File: config.mk
export PLATFORM = sky130hd
export DESIGN_NAME = md_unit
export DESIGN_NICKNAME = d
export VERILOG_FILES = /design/src/rtl/md_pkg.sv /design/src/rtl/md_step.sv /design/src/rtl/md_unit.sv
export SDC_FILE = /design/constraint.sdc
export NUM_CORES = 1
export LEC_CHECK = 0
export ABC_AREA = 1
export CAP_MARGIN = 20
export CORE_ASPECT_RATIO = 2
export CORE_MARGIN = 3
export CORE_UTILIZATION = 43
export DETAILED_ROUTE_END_ITERATION = 16
export PLACE_DENSITY = 0.69
export REMOVE_ABC_BUFFERS = 1
export SYNTH_ARGS = -nofsm -noshare
export SYNTH_HDL_FRONTEND = slang
export SYNTH_SLANG_ARGS = --single-unit
File: constraint.sdc
create_clock -name clk -period 7.9 [get_ports clk]
set_clock_uncertainty 0.2 [all_clocks]
set_input_delay 0.79 -clock clk [delete_from_list [all_inputs] [get_ports clk]]
set_output_delay 0.79 -clock clk [all_outputs]
set_load 0.005 [all_outputs]
File: src/rtl/md_pkg.sv
// Shared definitions for the iterative multiply/divide unit: funct3 op codes and FSM encoding.
package md_pkg;

  localparam logic [2:0] OpMul    = 3'b000;
  localparam logic [2:0] OpMulh   = 3'b001;
  localparam logic [2:0] OpMulhsu = 3'b010;
  localparam logic [2:0] OpMulhu  = 3'b011;
  localparam logic [2:0] OpDiv    = 3'b100;
  localparam logic [2:0] OpDivu   = 3'b101;
  localparam logic [2:0] OpRem    = 3'b110;
  localparam logic [2:0] OpRemu   = 3'b111;

  typedef enum logic [1:0] {
    StIdle,
    StCalc,
    StFix,
    StDone
  } md_state_e;

endpackage

File: src/rtl/md_step.sv
// One radix-2 iteration on unsigned magnitudes: shift-add multiply or restoring divide.
module md_step #(
  parameter int unsigned XLEN = 32
) (
  input  logic            is_div_i,
  input  logic [XLEN-1:0] hi_i,
  input  logic [XLEN-1:0] lo_i,
  input  logic [XLEN-1:0] m_i,
  output logic [XLEN-1:0] hi_o,
  output logic [XLEN-1:0] lo_o
);

  logic [XLEN:0]   sum;
  logic [XLEN-1:0] addend;
  logic [XLEN:0]   sh;
  logic            ge;
  logic [XLEN-1:0] sub;

  always_comb begin
    // Multiply: {hi,lo} holds partial product and remaining multiplier bits.
    addend = lo_i[0] ? m_i : '0;
    sum    = {1'b0, hi_i} + {1'b0, addend};
    // Divide: hi is the partial remainder, lo shifts dividend out and quotient in.
    sh     = {hi_i, lo_i[XLEN-1]};
    ge     = sh >= {1'b0, m_i};
    // When ge holds the true difference is below 2^XLEN, so modular width suffices.
    sub    = sh[XLEN-1:0] - m_i;
    if (is_div_i) begin
      hi_o = ge ? sub : sh[XLEN-1:0];
      lo_o = {lo_i[XLEN-2:0], ge};
    end else begin
      hi_o = sum[XLEN:1];
      lo_o = {sum[0], lo_i[XLEN-1:1]};
    end
  end

endmodule

File: src/rtl/md_unit.sv
// Iterative RISC-V M-extension multiply/divide unit with valid/ready handshakes and kill.
module md_unit
  import md_pkg::*;
#(
  parameter int unsigned XLEN           = 32,
  parameter int unsigned BITS_PER_CYCLE = 1
) (
  input  logic            clk,
  input  logic            rst,
  input  logic            in_valid,
  output logic            in_ready,
  input  logic [2:0]      op,
  input  logic [XLEN-1:0] rs1,
  input  logic [XLEN-1:0] rs2,
  input  logic [4:0]      in_tag,
  input  logic            kill,
  output logic            out_valid,
  input  logic            out_ready,
  output logic [XLEN-1:0] result,
  output logic [4:0]      out_tag,
  output logic            busy
);

  localparam int unsigned N    = XLEN / BITS_PER_CYCLE;
  localparam int unsigned CntW = (N > 1) ? $clog2(N) : 1;
  localparam logic [XLEN-1:0] MinNeg = {1'b1, {(XLEN-1){1'b0}}};

  md_state_e state_q, state_d;

  logic [2:0]      op_q;
  logic [4:0]      tag_q;
  logic            neg_q;
  logic [XLEN-1:0] hi_q, lo_q, m_q, result_q;
  logic [CntW-1:0] cnt_q;

  logic            accept;
  logic            sa_in, sb_in, neg_in;
  logic [XLEN-1:0] a_mag, b_mag;
  logic            div_zero, div_ovf, special;
  logic [XLEN-1:0] special_res;
  logic [XLEN-1:0] fix_res;

  assign accept = in_valid && in_ready && !kill;

  // Request decode: sign flags, magnitudes and the directly answered corner cases.
  always_comb begin
    sa_in    = rs1[XLEN-1] && (op inside {OpMul, OpMulh, OpMulhsu, OpDiv, OpRem});
    sb_in    = rs2[XLEN-1] && (op inside {OpMul, OpMulh, OpDiv, OpRem});
    a_mag    = sa_in ? -rs1 : rs1;
    b_mag    = sb_in ? -rs2 : rs2;
    // Remainder sign follows the dividend only.
    neg_in   = (op[2] && op[1]) ? sa_in : (sa_in ^ sb_in);
    div_zero = op[2] && (rs2 == '0);
    div_ovf  = ((op == OpDiv) || (op == OpRem)) && (rs1 == MinNeg) && (rs2 == '1);
    special  = div_zero || div_ovf;
    if (div_zero) begin
      special_res = op[1] ? rs1 : '1;
    end else begin
      special_res = op[1] ? '0 : MinNeg;
    end
  end

  logic [XLEN-1:0] hi_c [BITS_PER_CYCLE+1];
  logic [XLEN-1:0] lo_c [BITS_PER_CYCLE+1];

  assign hi_c[0] = hi_q;
  assign lo_c[0] = lo_q;

  for (genvar i = 0; i < BITS_PER_CYCLE; i++) begin : g_step
    md_step #(
      .XLEN(XLEN)
    ) u_step (
      .is_div_i(op_q[2]),
      .hi_i    (hi_c[i]),
      .lo_i    (lo_c[i]),
      .m_i     (m_q),
      .hi_o    (hi_c[i+1]),
      .lo_o    (lo_c[i+1])
    );
  end

  logic [2*XLEN-1:0] prod, prod_s;
  logic [XLEN-1:0]   q_fix, r_fix;

  always_comb begin
    prod   = {hi_q, lo_q};
    prod_s = neg_q ? -prod : prod;
    q_fix  = neg_q ? -lo_q : lo_q;
    r_fix  = neg_q ? -hi_q : hi_q;
    if (!op_q[2]) begin
      fix_res = (op_q == OpMul) ? prod_s[XLEN-1:0] : prod_s[2*XLEN-1:XLEN];
    end else begin
      fix_res = op_q[1] ? r_fix : q_fix;
    end
  end

  always_ff @(posedge clk or posedge rst) begin
    if (rst) begin
      state_q <= StIdle;
    end else begin
      state_q <= state_d;
    end
  end

  always_comb begin
    state_d = state_q;
    unique case (state_q)
      StIdle: if (accept) state_d = special ? StDone : StCalc;
      StCalc: if (cnt_q == CntW'(N - 1)) state_d = StFix;
      StFix:  state_d = StDone;
      StDone: if (out_ready) state_d = StIdle;
      default: state_d = StIdle;
    endcase
    if (kill) state_d = StIdle;
  end

  always_comb begin
    in_ready  = (state_q == StIdle);
    busy      = (state_q != StIdle);
    out_valid = (state_q == StDone);
  end

  always_ff @(posedge clk or posedge rst) begin
    if (rst) begin
      op_q     <= '0;
      tag_q    <= '0;
      neg_q    <= 1'b0;
      hi_q     <= '0;
      lo_q     <= '0;
      m_q      <= '0;
      cnt_q    <= '0;
      result_q <= '0;
    end else if (accept) begin
      op_q  <= op;
      tag_q <= in_tag;
      neg_q <= neg_in;
      hi_q  <= '0;
      lo_q  <= op[2] ? a_mag : b_mag;
      m_q   <= op[2] ? b_mag : a_mag;
      cnt_q <= '0;
      if (special) result_q <= special_res;
    end else if (state_q == StCalc) begin
      hi_q  <= hi_c[BITS_PER_CYCLE];
      lo_q  <= lo_c[BITS_PER_CYCLE];
      cnt_q <= cnt_q + CntW'(1);
    end else if ((state_q == StFix) && !kill) begin
      result_q <= fix_res;
    end
  end

  assign result  = result_q;
  assign out_tag = tag_q;

endmodule

==> implementation parameters <==
Parameter                              Value

Synth
  Number of enable-type register cells in the synthesized netlist ... 0
  Area of the mapped netlist ... 17600 sq um
  Post-synthesis cell count ... 3037
  Primary FF master, synth ... sky130_fd_sc_hd__dfrtp_1
  Post-synthesis async set-or-reset flop share ... 100%
  Count of distinct cell types in the synthesized netlist ... 55
  Synth warnings ... 0
  Sequential-to-total area share from yosys stat ... 20.4%
  Number of register bits inferred by synthesis ... 144
  Mean area per synthesized cell ... 5.80 sq um

CTS
  Total clock buffers created by CTS ... 17
  Clk_lat worst skew ... 0.48 ns
  TritonCTS clock tree ... done
  Post-CTS setup buffer count ... 0
  Number of cells upsized or downsized after cts ... 0
  Post-CTS Hold Buffers ... 0
  Clock Tree Buf Depth ... 2
  Clock H-tree levels ... 4
  CTS root buf ... sky130_fd_sc_hd__clkbuf_16
  Clock edge transition at the registers on the reported setup and hold paths ... 0.07 ns
  Sinks on the clock net ... 144

Setup path
  Crit path max-delay family ... compound AO/OA/AOI/OAI gates
  Worst-path fanout max ... 35
  Worst reg2reg path depth ... 10
  Slowest Stage Delay on Critical Path ... 0.93 ns
  Critical path data arrival time ... 4.55 ns
  Slowest-stage cell, CP ... sky130_fd_sc_hd__dfrtp_2
  Kind of end point of the critical path ... flip-flop
  Crit Reg-Reg Endpoint ... hi_q[17]
  Startpoint Class ... flip-flop
  Combined buffer and inverter count along the critical path ... 1
  Origin of the critical flop-to-flop path ... lo_q[0]
  Cell breakdown of the critical path ... nand2_1 -> inv_1 -> ha_1 -> nand2_1 -> o21ai_0 -> a21oi_1 -> nand3_1 -> o21ai_0 -> nand2_1 -> o21ai_0
  Slack of the worst reg-to-reg path ... 3.54 ns
  Required time of the critical path ... 8.10 ns
  Critical setup path kind ... reg2reg

Floorplanning
  Overall die width ... 149 microns
  Total number of placement rows ... 104
  Top-level I/O count ... 117
  Placeable core region ... 40300 sq um
  Die area ... 43600 sq um
  Overall die height ... 292 microns
  Initial core utilization ... 43.7%

Timing
  Sum Neg Setup Slack ... 0 ns
  Final Hold Viols ... 0
  Setup repair after global routing missed its margin ... false
  Crit share post-route ... 55.1%
  Number of endpoints failing setup at the final stage ... 0
  Least setup slack across all paths after layout ... 3.54 ns
  Fmax achieved ... 230 MHz
  Slew Limit Headroom ... 24.4%
  Fin crit period ... 4.36 ns
  Final Max Tran Viols ... 0
  Worst Max-Slew Pin Slew ... 1.12 ns

GRT
  Met1 global-route usage ... 41.9%
  Total global routing overflow ... 0
  Met2 Usage GRT ... 73.3%
  GR Util All Layers ... 44.2%
  Pin count of the biggest net entering global routing ... 86
  Met3 track demand over resource in global routing ... 9.81%
  Via count of the first global-routing pass ... 21600
  First-pass GRT wire length ... 140 mm
  Busiest layer in global routing ... met2
  Number of antenna violations at the first check in global routing ... 4

Placed design
  Post-detail-place hpwl ... 76.8 mm
  Setup Slack @ Placement ... 3.45 ns
  Routability congestion estimate from global placement ... 1.09
  Total cell area at the placement stage ... 19200 sq um
  Number of buffers added on ports ... 116

Route
  Wirelength per Cell ... 26.7 microns
  Number of iterations in the first detailed-routing pass ... 9
  Routed Wire Length ... 97.2 mm
  Count of routing violations after the opening detailed-route iteration ... 2017
  Number of nets still failing antenna checks after routing ... 0
  Total number of vias ... 22000
  Vias per std cell ... 6.03
  DRC violation count after routing ... 0

Layout
  Final-stage net count ... 3254
  Syn-to-layout area delta ... 12.3%
  Seq. cell area ... 3610 sq um
  Area of all placed cells without fillers ... 19800 sq um
  # fillers ... 4448
  Share of cells above drive strength 1 ... 4.24%
  Combined area of the multi-input logic cells ... 12200 sq um
  Final core utilization ... 49.1%
  Most common library cell in the layout ignoring fill and taps ... sky130_fd_sc_hd__nand2_1
  Top library cells by usage in the layout, fill and taps aside ... sky130_fd_sc_hd__nand2_1, sky130_fd_sc_hd__inv_1, sky130_fd_sc_hd__nor2_1, sky130_fd_sc_hd__nand3_1, sky130_fd_sc_hd__o21ai_0

Outcome
  Status ... finished, final reports clean

Pwr
  Areal power density over the cells ... 480 nW/um^2
  Worst supply voltage drop on vdd ... 0.326 mV
  Pleak ... 9.72 nW

Hold path
  End of the worst hold path ... out_tag[1]
  Type of the worst min-delay path ... reg2reg
  Start point of the worst hold path ... out_tag[1]
  Count of cells along the worst hold path ... 2

Run
  Max-cap violations ... 0
cell type report:
| type | count | share of cell area [%] |
|---|---|---|
| diodes | 2 | 0.0253 |
| clock buffers | 18 | 2.17 |
| clock inverters | 14 | 0.740 |
| inverters | 375 | 7.16 |
| multi-input cells | 2420 | 61.5 |
| flip-flops and latches | 144 | 18.2 |
| well taps | 530 | 3.35 |
| repair buffers | 141 | 6.81 |
worst register-to-register path, delay by kind of cell, from the launching register on:
family                   cells  cell delay [ns]
buffers and inverters        1             0.10
adder cells (fa/ha/maj)      1             0.28
AO/OA/AOI/OAI                4             1.53
flip-flops                   1             0.93
AND/OR/NAND/NOR              4             1.24
logic make-up (layout without fill, tap and decap cells):
logic type               after synthesis  after routing  share of synthesized area [%]
AND/OR/NAND/NOR                     1759           1759                           42.6
AO/OA/AOI/OAI                        479            479                           15.5
buffers and inverters                473            548                           10.6
flip-flops                           144            144                           20.4
XOR/XNOR                             104            104                           5.17
adder cells (fa/ha/maj)               78             78                           5.62
other                                  0              2                              0
how the worst max path moves through the flow:
stage	start	to	slack [ns]	cells after the start
after detailed placement	op[1]	result[15]	3.45	11
after global placement	op[1]	result[15]	3.51	11
after CTS	hi_q[15]	hi_q[24]	3.85	11
final	lo_q[0]	hi_q[17]	3.54	10
after global routing	lo_q[0]	hi_q[17]	3.51	10
after floorplan	rst	cnt_q[0]	3.04	1
per-layer routing:
metal  wire, microns  vias to the layer above
met5              20                        -
met4           14000                        2
met3            7230                      493
met2           46100                     1281
met1           29900                    10200
li1                -                    10000
synthesized netlist by cell type (all sizes together) (6+ instances only):
cell	count	area [sq um]
o22ai	13	81.3
o21ai	205	1050
xor2	80	701
o211ai	31	233
a21o	6	45.0
a22oi	25	188
buf	48	272
nand3b	26	195
o21bai	7	52.6
ha	76	951
clkbuf	50	188
nor4	6	50.0
nand4	62	394
xnor2	24	210
a21oi	155	783
nand3	277	1400
and2	6	37.5
nor3	38	223
nor2	360	1450
dfrtp	144	3600
o221ai	15	131
nand2	977	3720
inv	372	1400
flip-flops by register name, indices dropped and copies added (netlist names):
register,flops
neg_q,1
hi_q,32
op_q,3
out_tag,5
state_q,2
cnt_q,5
m_q,32
result,32
lo_q,32
power breakdown:
part / total [mW] / leakage [nW] / internal [mW] / switching, mW
combinational: 6.93 / 7.66 / 2.03 / 4.89
sequential: 1.72 / 1.79 / 1.07 / 0.642
clock: 0.850 / 0.276 / 0.445 / 0.405
metrics by stage:
step           instances  hold slack (ns)  power (mW)
2_1_floorplan       2939            0.265        5.53
3_3_place_gp        3610            0.263        8.17
3_5_place_dp        3610            0.261        8.23
4_1_cts             3642            0.282        9.11
5_1_grt             3642            0.299        10.1
6_report            3644            0.279        9.49
(Power assumes the default switching activity.)
